==> config.mk <==
export PLATFORM = sky130hd
export DESIGN_NAME = led_pattern_ctrl
export DESIGN_NICKNAME = d
export VERILOG_FILES = /design/src/rtl/led_pattern_pkg.sv /design/src/rtl/led_channel.sv /design/src/rtl/led_pattern_ctrl.sv
export SDC_FILE = /design/constraint.sdc
export NUM_CORES = 1
export LEC_CHECK = 0
export CAP_MARGIN = 20
export CORE_ASPECT_RATIO = 0.7
export CORE_MARGIN = 10
export CORE_UTILIZATION = 35
export CTS_CLUSTER_DIAMETER = 60
export DETAILED_ROUTE_END_ITERATION = 16
export GPL_TIMING_DRIVEN = 0
export SLEW_MARGIN = 20
export SYNTH_ARGS = -nofsm -noshare
export SYNTH_HDL_FRONTEND = slang
export SYNTH_HIERARCHICAL = 1
export SYNTH_SLANG_ARGS = --single-unit
==> constraint.sdc <==
create_clock -name clk -period 1.51 [get_ports clk]
set_input_delay 0.302 -clock clk [delete_from_list [all_inputs] [get_ports clk]]
set_output_delay 0.302 -clock clk [all_outputs]
set_load 0.05 [all_outputs]
==> src/rtl/led_pattern_pkg.sv <==
// Shared types for the multi-channel LED pattern controller.
// Optional breathe mode is enabled by defining LED_BREATHE_EN.
package led_pattern_pkg;

  localparam int unsigned MODE_W = 3;

  typedef enum logic [MODE_W-1:0] {
    LED_OFF     = 3'd0,
    LED_ON      = 3'd1,
    LED_BLINK   = 3'd2,
    LED_PWM     = 3'd3,
    LED_BREATHE = 3'd4
  } led_mode_e;

  typedef enum logic {
    CFG_IDLE  = 1'b0,
    CFG_APPLY = 1'b1
  } cfg_state_e;

endpackage

==> src/rtl/led_channel.sv <==
// One LED channel: config registers, period counter, blink and optional breathe
// state (LED_BREATHE_EN), and the registered LED drive.
module led_channel
  import led_pattern_pkg::*;
#(
  parameter int unsigned CNT_W      = 24,
  parameter int unsigned DUTY_W     = 8,
  parameter int unsigned DEF_PERIOD = 2000000
) (
  input  logic              clk_i,
  input  logic              rst_ni,
  input  logic              load_i,
  input  logic [MODE_W-1:0] mode_i,
  input  logic [CNT_W-1:0]  period_i,
  input  logic [DUTY_W-1:0] duty_i,
  input  logic [DUTY_W-1:0] pwm_ph_i,
  output logic              led_o,
  output logic              wrap_o
);

  led_mode_e         mode_q, mode_d;
  logic [CNT_W-1:0]  period_q, period_d;
  logic [CNT_W-1:0]  cnt_q, cnt_d;
  logic [DUTY_W-1:0] duty_q, duty_d;
  logic              blink_q, blink_d;
  logic              led_q, led_d;
  logic              wrap_q, wrap_d;
  logic              at_end;
  logic              breathe_on;

  always_comb begin
    at_end   = (cnt_q == period_q);
    mode_d   = mode_q;
    period_d = period_q;
    duty_d   = duty_q;
    cnt_d    = at_end ? '0 : cnt_q + CNT_W'(1);
    blink_d  = at_end ? ~blink_q : blink_q;
    wrap_d   = at_end;
    // A load restarts the period, so a coincident wrap is swallowed.
    if (load_i) begin
      mode_d   = led_mode_e'(mode_i);
      period_d = period_i;
      duty_d   = duty_i;
      cnt_d    = '0;
      blink_d  = 1'b0;
      wrap_d   = 1'b0;
    end
    case (mode_q)
      LED_OFF:     led_d = 1'b0;
      LED_ON:      led_d = 1'b1;
      LED_BLINK:   led_d = blink_q;
      LED_PWM:     led_d = (pwm_ph_i < duty_q);
      LED_BREATHE: led_d = breathe_on;
      default:     led_d = 1'b0;
    endcase
  end

  always_ff @(posedge clk_i) begin
    if (!rst_ni) begin
      mode_q   <= LED_OFF;
      period_q <= CNT_W'(DEF_PERIOD);
      duty_q   <= '0;
      cnt_q    <= '0;
      blink_q  <= 1'b0;
      led_q    <= 1'b0;
      wrap_q   <= 1'b0;
    end else begin
      mode_q   <= mode_d;
      period_q <= period_d;
      duty_q   <= duty_d;
      cnt_q    <= cnt_d;
      blink_q  <= blink_d;
      led_q    <= led_d;
      wrap_q   <= wrap_d;
    end
  end

`ifdef LED_BREATHE_EN
  logic [DUTY_W-1:0] bduty_q, bduty_d;
  logic              bdown_q, bdown_d;

  // Triangle ramp: one step per wrap, turning around at full scale and zero.
  always_comb begin
    bduty_d = bduty_q;
    bdown_d = bdown_q;
    if (load_i) begin
      bduty_d = '0;
      bdown_d = 1'b0;
    end else if (at_end) begin
      if (!bdown_q) begin
        bduty_d = bduty_q + DUTY_W'(1);
        if (bduty_d == '1) bdown_d = 1'b1;
      end else begin
        bduty_d = bduty_q - DUTY_W'(1);
        if (bduty_d == '0) bdown_d = 1'b0;
      end
    end
  end

  always_ff @(posedge clk_i) begin
    if (!rst_ni) begin
      bduty_q <= '0;
      bdown_q <= 1'b0;
    end else begin
      bduty_q <= bduty_d;
      bdown_q <= bdown_d;
    end
  end

  assign breathe_on = (pwm_ph_i < bduty_q);
`else
  assign breathe_on = 1'b0;
`endif

  assign led_o  = led_q;
  assign wrap_o = wrap_q;

endmodule

==> src/rtl/led_pattern_ctrl.sv <==
// Multi-channel LED driver: config handshake FSM, shared PWM phase and NUM_CH
// led_channel instances. Breathe mode is built only with LED_BREATHE_EN.
module led_pattern_ctrl
  import led_pattern_pkg::*;
#(
  parameter int unsigned NUM_CH     = 3,
  parameter int unsigned CNT_W      = 24,
  parameter int unsigned DUTY_W     = 8,
  parameter int unsigned DEF_PERIOD = 2000000
) (
  input  logic                      clk,
  input  logic                      rst_n,
  input  logic                      cfg_valid,
  output logic                      cfg_ready,
  input  logic [$clog2(NUM_CH)-1:0] cfg_ch,
  input  logic [MODE_W-1:0]         cfg_mode,
  input  logic [CNT_W-1:0]          cfg_period,
  input  logic [DUTY_W-1:0]         cfg_duty,
  output logic [NUM_CH-1:0]         led_out,
  output logic [NUM_CH-1:0]         wrap_pulse
);

  localparam int unsigned CH_W = $clog2(NUM_CH);

  cfg_state_e        state_q, state_d;
  logic              ready_q, ready_d;
  logic [CH_W-1:0]   ch_q, ch_d;
  logic [MODE_W-1:0] mode_q, mode_d;
  logic [CNT_W-1:0]  period_q, period_d;
  logic [DUTY_W-1:0] duty_q, duty_d;
  logic [DUTY_W-1:0] pwm_ph_q;
  logic              accept;
  logic              apply;

  // cfg_ready is registered so it stays low through the reset cycle itself.
  always_comb begin
    state_d  = state_q;
    accept   = 1'b0;
    apply    = 1'b0;
    case (state_q)
      CFG_IDLE: begin
        if (cfg_valid && ready_q) begin
          accept  = 1'b1;
          state_d = CFG_APPLY;
        end
      end
      CFG_APPLY: begin
        apply   = 1'b1;
        state_d = CFG_IDLE;
      end
      default: state_d = CFG_IDLE;
    endcase
    ready_d  = (state_d == CFG_IDLE);
    ch_d     = accept ? cfg_ch     : ch_q;
    mode_d   = accept ? cfg_mode   : mode_q;
    period_d = accept ? cfg_period : period_q;
    duty_d   = accept ? cfg_duty   : duty_q;
  end

  always_ff @(posedge clk) begin
    if (!rst_n) begin
      state_q  <= CFG_IDLE;
      ready_q  <= 1'b0;
      ch_q     <= '0;
      mode_q   <= '0;
      period_q <= '0;
      duty_q   <= '0;
      pwm_ph_q <= '0;
    end else begin
      state_q  <= state_d;
      ready_q  <= ready_d;
      ch_q     <= ch_d;
      mode_q   <= mode_d;
      period_q <= period_d;
      duty_q   <= duty_d;
      pwm_ph_q <= pwm_ph_q + DUTY_W'(1);
    end
  end

  assign cfg_ready = ready_q;

  // Out-of-range channel numbers match no instance, so the write is a no-op.
  for (genvar g = 0; g < NUM_CH; g++) begin : g_ch
    led_channel #(
      .CNT_W      (CNT_W),
      .DUTY_W     (DUTY_W),
      .DEF_PERIOD (DEF_PERIOD)
    ) u_ch (
      .clk_i    (clk),
      .rst_ni   (rst_n),
      .load_i   (apply && (ch_q == CH_W'(g))),
      .mode_i   (mode_q),
      .period_i (period_q),
      .duty_i   (duty_q),
      .pwm_ph_i (pwm_ph_q),
      .led_o    (led_out[g]),
      .wrap_o   (wrap_pulse[g])
    );
  end

endmodule

==> results of run 1 <==
## what timing repair did
| item | CTS | global route |
|---|---|---|
| setup endpoints to repair | 214 | 176 |
| setup buffers | 24 | 10 |
| hold buffers | 0 | 0 |
| pin swaps | 77 | 26 |
| gates cloned | 6 | 0 |
| gates resized for setup | 151 | 120 |
## worst min-delay path, stage by stage
cell      delay [ns]
clkbuf_2        0.23
nand2b_1        0.21
nor3_4          0.07
## cell usage in the layout (no fill, tap or decap), drive strengths merged, types with 5 or more instances in the layout
cell,count
nand4,16
and4,9
a22o,37
xor2,85
ha,25
mux2i,106
nor4,18
buf,70
and2,7
nor3,27
xnor2,56
nand3,26
o21ai,11
or3,5
nand2b,10
nor3b,8
nand2,55
clkbuf,47
dfxtp,233
nor2b,97
inv,33
clkinv,7
clkdlybuf4s50,38
nor2,91
## synth_stat cells (5+ instances only)
| cell | instances |
|---|---|
| buf_2 | 12 |
| nor3b_1 | 7 |
| and2_1 | 7 |
| ha_1 | 25 |
| nand2_1 | 55 |
| dfxtp_1 | 233 |
| and4_1 | 9 |
| xnor2_1 | 56 |
| buf_4 | 9 |
| clkbuf_1 | 21 |
| nor2_1 | 91 |
| nand4_1 | 13 |
| nor3_1 | 27 |
| nand2b_1 | 10 |
| o21ai_0 | 8 |
| or3_1 | 5 |
| nor4_1 | 18 |
| inv_1 | 33 |
| nor2b_1 | 97 |
| nand3_1 | 25 |
| mux2i_1 | 106 |
| a22o_1 | 37 |
| xor2_1 | 85 |
## per-layer routing
layer  up-vias  GRT usage, %  share of wire (%)
li1       3682             -                  -
met1      3511          21.7                 53
met2       141          20.6                 41
met3        31          2.74                5.0
met4         0          2.08                1.4
met5         -             0                  0
## final cells by class
class                   instances  share of cell area [%]
multi-input cells             715                    44.0
flip-flops and latches        233                    36.8
repair buffers                 83                    6.29
clock buffers                  31                    5.00
well taps                     378                    3.66
plain buffers                  42                    2.65
inverters                      33                   0.959
clock inverters                10                   0.620
## final timing paths
check	from	endpoint	slack [ns]	depth (start not counted)
setup reg to reg	g_ch[1].u_ch/cnt_q[9]$_SDFF_PP0_	g_ch[1].u_ch/blink_q$_SDFFE_PP0P_	-0.26	6
hold reg to reg	g_ch[1].u_ch/cnt_q[0]$_SDFF_PP0_	g_ch[1].u_ch/cnt_q[0]$_SDFF_PP0_	0.47	1
setup / recovery	g_ch[1].u_ch/cnt_q[9]$_SDFF_PP0_	g_ch[1].u_ch/blink_q$_SDFFE_PP0P_	-0.26	6
hold / removal	rst_n	g_ch[1].u_ch/wrap_o$_SDFF_PP0_	0.35	3
## state kept, by name, indices dropped and copies added, names as in the netlist, 2 cells and up
name,count
g_ch.u_ch/wrap_o,3
ch_q,2
g_ch.u_ch/mode_q,9
g_ch.u_ch/duty_q,24
duty_q,8
g_ch.u_ch/cnt_q,72
g_ch.u_ch/period_q,72
pwm_ph_q,8
mode_q,3
g_ch.u_ch/blink_q,3
g_ch.u_ch/led_o,3
period_q,24
## power by group through the flow
stage | combinational, mW | sequential [mW] | clock, mW
after global routing | 0.845 | 6.42 | 5.99
final | 0.781 | 6.42 | 5.61
after detailed placement | 0.612 | 6.55 | 0
after floorplan | 0.377 | 6.47 | 0
after CTS | 0.746 | 6.41 | 5.71
after global placement | 0.606 | 6.55 | 0
## kinds of logic (layout without fill, tap and decap cells)
| family | Yosys count | count (layout) | synth area share, % |
|---|---|---|---|
| AO/OA/AOI/OAI | 66 | 66 | 5.07 |
| XOR/XNOR | 141 | 141 | 12.2 |
| adder cells (fa/ha/maj) | 25 | 25 | 3.08 |
| buffers and inverters | 78 | 199 | 3.59 |
| flip-flops | 233 | 233 | 46.0 |
| multiplexers | 106 | 106 | 10.5 |
| AND/OR/NAND/NOR | 377 | 377 | 19.7 |
## stage by stage
step / hold WS [ns] / util (%)
floorplan: 0.427 / -
global placement: 0.474 / 38.8
detailed placement: 0.483 / 38.8
CTS: 0.356 / 43.5
global route: 0.364 / 44.9
finish: 0.349 / 44.9
==> summary.md, run 1 <==
| Metric | Value |
|---|---|
| Vias in the first global route | `about 7.1k` |
| Fin Clk Skew | `~0.0075 ns` |
| Top post-synthesis cells by area | `dfxtp_1 46%, mux2i_1 10%, xor2_1 7.3%` |
| Switching power of the nets | `about 3.0 mW` |
| Clock power share | `43.8%` |
| Top-area cell type share of the netlist area | `a little under half` |
| Worst min path class | `in -> reg` |
| Post-Syn Instances | `just over 1k` |
| Fin nets | `roughly 1.2k` |
| Area grow syn2layout | `27.3%` |
| Reg clk slew, reported paths | `approximately 0.06 ns` |
| Skew-Pair Late Insertion Delay | `roughly 0.52 ns` |
| Final WL | `27,100 um` |
| Fill count | `between 2k and 3k` |
| Seq cells post-synth | `approximately 230` |
| Setup WS post-layout | `-0.263 ns` |
| Mapped Area | `between 0.01 and 0.015 mm^2` |
| Vias per cell | `between 4 and 5` |
| Async SR Flop Fraction | `0%` |
| Total power | `12.8 mW` |
| Die extent in y | `162 um` |
| Antenna Cells | `0` |
| Vias | `7,365` |
| Max_cap viols | `0` |
| Yosys cell types | `38` |
| Antenna violations before repair | `0` |
| Critical Path Max Stage Delay | `between 0.3 and 0.4 ns` |
| Top_reg_cell synth | `dfxtp_1` |
| Post-route antenna net violation count | `0` |
| Period utilisation layout | `117%` |
| DRC viols | `0` |
| Avg Inst Size Synth | `roughly 10 um^2` |
| Seq. cell area | `between 0.004 and 0.005 mm^2` |
| CP Cell Sequence | `xor2_1, nor4_2, nand4_1, buf_4, or4_1, nand2_1` |
| Dpl hpwl | `19,400 um` |
| PwrDens | `991 mW/mm^2` |
| Gp weighted congestion | `a little over 0.8` |
| Root Buffer | `clkbuf_16` |
| Buffers on Ports | `between 40 and 50` |
| Worst Path Buf+Inv | `1` |
| Crit-path max FO | `4` |
| RSZ-0062 raised after global routing | `true` |
| DR pass1 iterations | `8` |
| Design Area, Final | `~0.013 mm^2` |
| DIE AREA | `~0.036 mm^2` |
| All-Layer GR Usage | `approximately 14%` |
| Max frequency | `564 MHz` |
| Sequential fraction of the synthesis area | `46.0%` |
| Inst Count DP | `roughly 1.5k` |
| CTS Sinks | `~230` |
| Int Power | `approximately 9.8 mW` |
| DRT iter0 DRCs | `531` |
| First-pass GRT wire length | `a little over 40,000 um` |
| Ports | `47` |
| Worst Max-Slew Pin Slew | `approximately 0.5 ns` |
| Setup TNS Final | `-14.25 ns` |
| Synth Warn # | `6` |
| Fin. max-slew vios | `0` |
| Minimum clock period | `~1.8 ns` |
| Rel. slew slack | `around two thirds` |
| Crit path DAT | `2.23 ns` |
| Multi-input logic area | `~0.0057 mm^2` |
| Grt total ovfl | `0` |
| Max VDD drop | `roughly 0.84 mV` |
| Status | `finished, violations left` |
| Failing checks | `negative setup slack` |
| Num rows | `52` |
| Core area | `around 0.029 mm^2` |
| DR WL/cell | `around 18 um` |
| Seq pwr share | `50.1%` |
| Cts bufs inserted | `23` |
| Clock buffer depth | `3` |
| Worst slack, placed | `-0.823 ns` |
| CP Launch Type | `register` |
| Largest net degree at the start of global routing | `15` |
| Cell family with most CP delay | `simple AND/OR/NAND/NOR gates` |
| Setup-failing EPs final | `79` |
| WP data required | `just under 2 ns` |
| Leakage Power | `approximately 4.6 nW` |
| Syn nets | `around 1.1k` |
| Initial Util | `approximately a third` |
| Crit Path Category | `reg -> reg` |
| Final Hold Viols | `0` |
| Layout Cells excl Fill | `1,525` |
| CTS tree | `built` |
| Number of synthesized flops with an enable pin | `0` |
| Die span in x | `224 um` |
| Share of layout cells above drive strength 1 | `around a quarter` |
| Total number of H-tree levels | `1` |
| Gate power share | `between 6 and 7%` |
| Crit end category | `register` |
| Slowest CP cell | `or4_1` |
| Area leader, netlist | `dfxtp_1` |
| Switching Share | `between 20 and 25%` |
| Placement Cell Area | `between 0.01 and 0.015 mm^2` |
No activity file was read; power rests on OpenSTA's default activity.
==> run 2: changes to the inputs <==
--- a/config.mk
+++ b/config.mk
@@ -5,13 +5,14 @@
 export SDC_FILE = /design/constraint.sdc
 export NUM_CORES = 1
 export LEC_CHECK = 0
-export CAP_MARGIN = 20
+export CAP_MARGIN = 10
 export CORE_ASPECT_RATIO = 0.7
 export CORE_MARGIN = 10
 export CORE_UTILIZATION = 35
 export CTS_CLUSTER_DIAMETER = 60
 export DETAILED_ROUTE_END_ITERATION = 16
 export GPL_TIMING_DRIVEN = 0
+export RECOVER_POWER = 100
 export SLEW_MARGIN = 20
 export SYNTH_ARGS = -nofsm -noshare
 export SYNTH_HDL_FRONTEND = slang
==> run 2 against run 1 <==
Via count fell by 0.18%. The run still ends with negative setup slack left. Largest power group unchanged. Register-to-register slack worse by 0.03 ns. Highest routed layer unchanged. Clock skew hardly changed. Wire length about the same.
==> summary.md, run 2 (same netlist as run 1, synthesis figures left out) <==
| Metric | Value |
|---|---|
| CTS Sinks | `~230` |
| Worst Max-Slew Pin Slew | `around 0.65 ns` |
| Worst slack, placed | `-0.823 ns` |
| Die span in x | `224 um` |
| Initial Util | `a little over a third` |
| Most common cell after layout, fill and taps aside | `dfxtp_1` |
| Setup-failing EPs final | `140` |
| Max_cap viols | `0` |
| Layout Cells excl Fill | `between 1.5k and 2k` |
| Reg clk slew, reported paths | `about 0.060 ns` |
| WP data required | `~2.0 ns` |
| Most frequent cells in the layout | `182 x dfxtp_1, 106 x mux2i_1, 94 x nor2b_1` |
| Core area | `0.0288 mm^2` |
| Dpl hpwl | `around 19,000 um` |
| Num rows | `52` |
| PwrDens | `994 mW/mm^2` |
| Crit-path max FO | `4` |
| Vias in the first global route | `~7.1k` |
| Crit path DAT | `~2.3 ns` |
| Worst min path class | `in -> reg` |
| Die extent in y | `~160 um` |
| Vias | `7,352` |
| First-pass GRT wire length | `a little over 40,000 um` |
| RSZ-0062 raised after global routing | `true` |
| DIE AREA | `between 0.03 and 0.04 mm^2` |
| DR WL/cell | `around 18 um` |
| Setup WS post-layout | `-0.296 ns` |
| Reg2reg setup slack | `-0.30 ns` |
| Critical R2R Launch | `g_ch[1].u_ch/cnt_q[9]$_SDFF_PP0_` |
| Gp weighted congestion | `0.823` |
| Total number of H-tree levels | `1` |
| All-Layer GR Usage | `around 14%` |
| Minimum clock period | `1.81 ns` |
| Largest regs | `g_ch.u_ch/cnt_q (72), g_ch.u_ch/period_q (72)` |
| Largest net degree at the start of global routing | `15` |
| Root Buffer | `clkbuf_16` |
| Crit Path Category | `reg -> reg` |
| Max VDD drop | `0.834 mV` |
| Post-route antenna net violation count | `0` |
| Period utilisation layout | `120%` |
| Vias per cell | `4.82` |
| DR pass1 iterations | `5` |
| Cts bufs inserted | `23` |
| Fin Clk Skew | `approximately 0.0074 ns` |
| Fin Hold WS | `around 0.36 ns` |
| Share of layout cells above drive strength 1 | `roughly 23%` |
| Area grow syn2layout | `26.9%` |
| RR Endpoint | `g_ch[1].u_ch/blink_q$_SDFFE_PP0P_` |
| WHS Path Cells | `3` |
| Failing checks | `negative setup slack` |
| Grt total ovfl | `0` |
| Ports | `47` |
| Final Util | `about 45%` |
| Final WL | `roughly 27,000 um` |
| Clock buffer depth | `3` |
| Hold path endpoint | `g_ch[1].u_ch/wrap_o$_SDFF_PP0_` |
| Crit end category | `register` |
| Antenna violations before repair | `0` |
| Max frequency | `about 550 MHz` |
| Fin. max-slew vios | `0` |
| R2R cell count | `6` |
| Status | `finished, violations left` |
| Buffers on Ports | `46` |
| Inst Count DP | `between 1k and 1.5k` |
| DRT iter0 DRCs | `about 480` |
| Total power | `around 13 mW` |
| Fin nets | `approximately 1.2k` |
| Antenna Cells | `0` |
| CP Launch Type | `register` |
| DRC viols | `0` |
| Leakage Power | `4.60 nW` |
| CTS tree | `built` |
| Hold-fix buffers at CTS | `0` |
| Final Hold Viols | `0` |
| Skew-Pair Late Insertion Delay | `0.52 ns` |
| Hold wc startpoint | `rst_n` |
| Rel. slew slack | `56.7%` |
-- run 2: cell count changes in the layout (fill, tap and decap cells not counted), moves of 2 or more --
cell,before,now
clkbuf_2,2,10
buf_4,24,21
dfxtp_1,179,182
buf_2,9,1
clkbuf_1,15,19
dfxtp_2,44,42
-- run 2: worst max path at each step --
stage | startpoint | endpoint | slack, ns | depth (start not counted)
after global routing | g_ch[1].u_ch/cnt_q[9]$_SDFF_PP0_ | g_ch[1].u_ch/blink_q$_SDFFE_PP0P_ | -0.37 | 6
after floorplan | g_ch[0].u_ch/cnt_q[6]$_SDFF_PP0_ | g_ch[0].u_ch/cnt_q[17]$_SDFF_PP0_ | 0.02 | 6
after global placement | rst_n | g_ch[2].u_ch/cnt_q[19]$_SDFF_PP0_ | -0.80 | 6
after detailed placement | rst_n | g_ch[2].u_ch/cnt_q[20]$_SDFF_PP0_ | -0.82 | 6
after CTS | g_ch[1].u_ch/period_q[10]$_SDFFE_PN1P_ | g_ch[1].u_ch/blink_q$_SDFFE_PP0P_ | -0.28 | 6
final | g_ch[1].u_ch/cnt_q[9]$_SDFF_PP0_ | g_ch[1].u_ch/blink_q$_SDFFE_PP0P_ | -0.30 | 6
-- run 2: layout make-up --
type                       count  area (um^2)
inverter                      33          124
clock inverter                10         80.1
tap                          378          473
clock buffer                  31          646
timing repair buffer          83          808
buffer                        42          324
multi-input combinational    715         5680
fill                        2761        15900
sequential                   233         4750
-- run 2: metal layers --
| layer | share of wire, % | global-route usage [%] |
|---|---|---|
| met5 | 0 | 0 |
| met2 | 41 | 20.6 |
| met4 | 1.4 | 2.08 |
| met1 | 53 | 21.7 |
| met3 | 5.0 | 2.74 |
-- run 2: worst max-delay path, stage by stage, from the launching register on --
cell and delay (ns):
dfxtp_2 0.34, xor2_1 0.15, nor4_2 0.39, nand4_1 0.23, buf_4 0.20, or4_1 0.39, nand2_1 0.06
-- run 2: what timing repair did --
item,4_1_cts,5_1_grt
pin swaps,77,26
gates resized for setup,151,120
buffers inserted,24,10
cloned,6,0
setup endpoints to repair,214,176
-- run 2: metrics by stage --
step | instance area, um^2 | TNS, ns
2_1_floorplan | 10200 | 0
3_3_place_gp | 11200 | -147.72
3_5_place_dp | 11200 | -149.43
4_1_cts | 12500 | -13.60
5_1_grt | 12900 | -36.45
6_report | 12900 | -20.81
-- run 2: report_power, final --
group | total [mW] | internal [mW] | switching (mW) | leakage (nW)
clock network | 5.61 | 3.17 | 2.44 | 0.359
logic | 0.776 | 0.420 | 0.356 | 2.33
registers | 6.41 | 6.24 | 0.178 | 1.91
total | 12.8 | 9.83 | 2.97 | 4.60
==> run 3: changes to the inputs <==
--- a/config.mk
+++ b/config.mk
@@ -10,6 +10,7 @@
 export CORE_MARGIN = 10
 export CORE_UTILIZATION = 35
 export CTS_CLUSTER_DIAMETER = 60
+export CTS_CLUSTER_SIZE = 14
 export DETAILED_ROUTE_END_ITERATION = 16
 export GPL_TIMING_DRIVEN = 0
 export RECOVER_POWER = 100
==> constraint.sdc (replaced) <==
create_clock -name clk -period 2.1 [get_ports clk]
set_input_delay 0.42 -clock clk [delete_from_list [all_inputs] [get_ports clk]]
set_output_delay 0.42 -clock clk [all_outputs]
set_load 0.05 [all_outputs]
==> run 3 against run 2 <==
The flow now finishes without violations. Die area stayed put. Critical endpoint is now wrap_pulse[0]. Global-route usage decreased by 0.25 points. Critical path type is now reg -> out. Power decreased by 33%. Largest power group unchanged. Via count fell by 2.5%. Sequential share of layout area rose by 3.1 points. Sequential cell count unchanged. Critical path depth decreased by 5.
==> summary.md, run 3 (same netlist as run 1, synthesis figures left out) <==
| Metric | Value |
|---|---|
| Met2 wire len | `9620 um` |
| DIE AREA | `0.0363 mm^2` |
| Max_cap viols | `0` |
| Fin. max-slew vios | `0` |
| Fill count | `about 2.8k` |
| Cts bufs inserted | `20` |
| Crit Path Category | `reg -> out` |
| Largest net degree at the start of global routing | `15` |
| Period utilisation layout | `between 90% and 100%` |
| Clock buffer depth | `3` |
| Met1 WL | `14,300 um` |
| Met3 Routed Length | `approximately 1400 um` |
| First-pass GRT wire length | `~41,000 um` |
| Gp weighted congestion | `0.810` |
| Leakage Power | `between 4 and 5 nW` |
| Worst Max-Slew Pin Slew | `roughly 0.65 ns` |
| Initial Util | `35.3%` |
| Setup-failing EPs final | `0` |
| CP Cell Sequence | `clkdlybuf4s50_1` |
| Fin Clk Skew | `~0.010 ns` |
| Final Hold Viols | `0` |
| Most frequent cells in the layout | `233 x dfxtp_1, 106 x mux2i_1, 97 x nor2b_1` |
| DR pass1 iterations | `5` |
| Num rows | `52` |
| Final WL | `roughly 26,000 um` |
| Share of layout cells above drive strength 1 | `slightly below 5%` |
| Vias per cell | `4.86` |
| PwrDens | `around 730 mW/mm^2` |
| WP data required | `between 1.5 and 2 ns` |
| Final Util | `about two fifths` |
| Rel. slew slack | `about 56%` |
| All-Layer GR Usage | `around 14%` |
| Worst Path Buf+Inv | `1` |
| Die extent in y | `162 um` |
| Max frequency | `487 MHz` |
| Crit path DAT | `around 1.6 ns` |
| Cell family with most CP delay | `buffers and inverters` |
| DR top layer | `met4` |
| Reg clk slew, reported paths | `about 0.070 ns` |
| Largest regs | `g_ch.u_ch/cnt_q (72), g_ch.u_ch/period_q (72)` |
| Multi-input logic area | `approximately 0.0052 mm^2` |
| Antenna Cells | `0` |
| Status | `completed` |
| Antenna violations before repair | `0` |
| Critical Path Max Stage Delay | `approximately 0.8 ns` |
| Core area | `approximately 0.029 mm^2` |
| Max VDD drop | `0.383 mV` |
| Post-route antenna net violation count | `0` |
| Area grow syn2layout | `15.0%` |
| DR WL/cell | `approximately 17 um` |
| Slowest CP cell | `clkdlybuf4s50_1` |
| Seq. cell area | `roughly 0.0047 mm^2` |
| Worst min path class | `reg -> reg` |
| DRT iter0 DRCs | `around 520` |
| Crit end category | `output port` |
| Crit-path max FO | `1` |
| CTS tree | `built` |
| Grt total ovfl | `0` |
| Vias | `approximately 7.2k` |
| Fin nets | `about 1.2k` |
| Dpl hpwl | `approximately 19,000 um` |
| Die span in x | `224 um` |
| Ports | `47` |
| Skew-Pair Late Insertion Delay | `roughly 0.51 ns` |
| Buffers on Ports | `46` |
| Total number of H-tree levels | `1` |
| CP Launch Type | `register` |
| Most common cell after layout, fill and taps aside | `dfxtp_1` |
| Vias in the first global route | `just under 7k` |
| Total power | `roughly 8.5 mW` |
| Hold-fix buffers at CTS | `0` |
| Root Buffer | `clkbuf_16` |
| CTS Sinks | `about 230` |
| Minimum clock period | `between 2 and 2.5 ns` |
| DRC viols | `0` |
[run 3: timing repair]
| action | 4_1_cts | 5_1_grt |
|---|---|---|
| endpoints found under the hold margin | 0 | 0 |
| pin swaps | 0 | 1 |
| resized for setup | 2 | 5 |
| buffers inserted | 0 | 1 |
| setup endpoints to repair | 18 | 62 |
[run 3: worst paths after layout]
| kind | startpoint | endpoint | slack (ns) | depth (start not counted) |
|---|---|---|---|---|
| min reg2reg | g_ch[0].u_ch/period_q[17]$_SDFFE_PN1P_ | g_ch[0].u_ch/period_q[17]$_SDFFE_PN1P_ | 0.49 | 2 |
| min | g_ch[0].u_ch/period_q[17]$_SDFFE_PN1P_ | g_ch[0].u_ch/period_q[17]$_SDFFE_PN1P_ | 0.49 | 2 |
| max reg2reg | ch_q[1]$_SDFFE_PN0P_ | g_ch[2].u_ch/period_q[7]$_SDFFE_PN1P_ | 0.11 | 5 |
| max | g_ch[0].u_ch/wrap_o$_SDFF_PP0_ | wrap_pulse[0] | 0.05 | 1 |
[run 3: per-layer routing]
metal,track usage [%],vias to the layer above
met1,22.4,3404
met4,2.33,0
li1,-,3577
met3,2.78,30
met2,18.7,155
met5,0,-
[run 3: power by group]
group | internal (mW) | switching [mW]
sequential | 4.49 | 0.124
clock | 1.89 | 1.61
combinational | 0.226 | 0.209
[run 3: area by class of cell]
type / instances / share of cell area, %
Sequential cell: 233 / 40.0
Tap cell: 378 / 4.05
Inverter: 33 / 1.06
Timing Repair Buffer: 47 / 4.00
Clock inverter: 1 / 0.257
Clock buffer: 22 / 4.54
Multi-Input combinational cell: 715 / 44.2
Buffer: 44 / 1.97
[run 3: stage by stage]
stage | setup slack [ns] | hold WS, ns | std cells | instance area (um^2) | setup TNS (ns)
3_5_place_dp | -0.303 | 0.479 | 1450 | 11100 | -23.48
2_1_floorplan | 0.509 | 0.447 | 1026 | 10100 | 0
5_1_grt | -0.00156 | 0.488 | 1473 | 11700 | -0.00156
4_1_cts | 0.0133 | 0.475 | 1473 | 11600 | 0
6_report | 0.0474 | 0.491 | 1473 | 11700 | 0
3_3_place_gp | -0.258 | 0.471 | 1450 | 11100 | -23.05
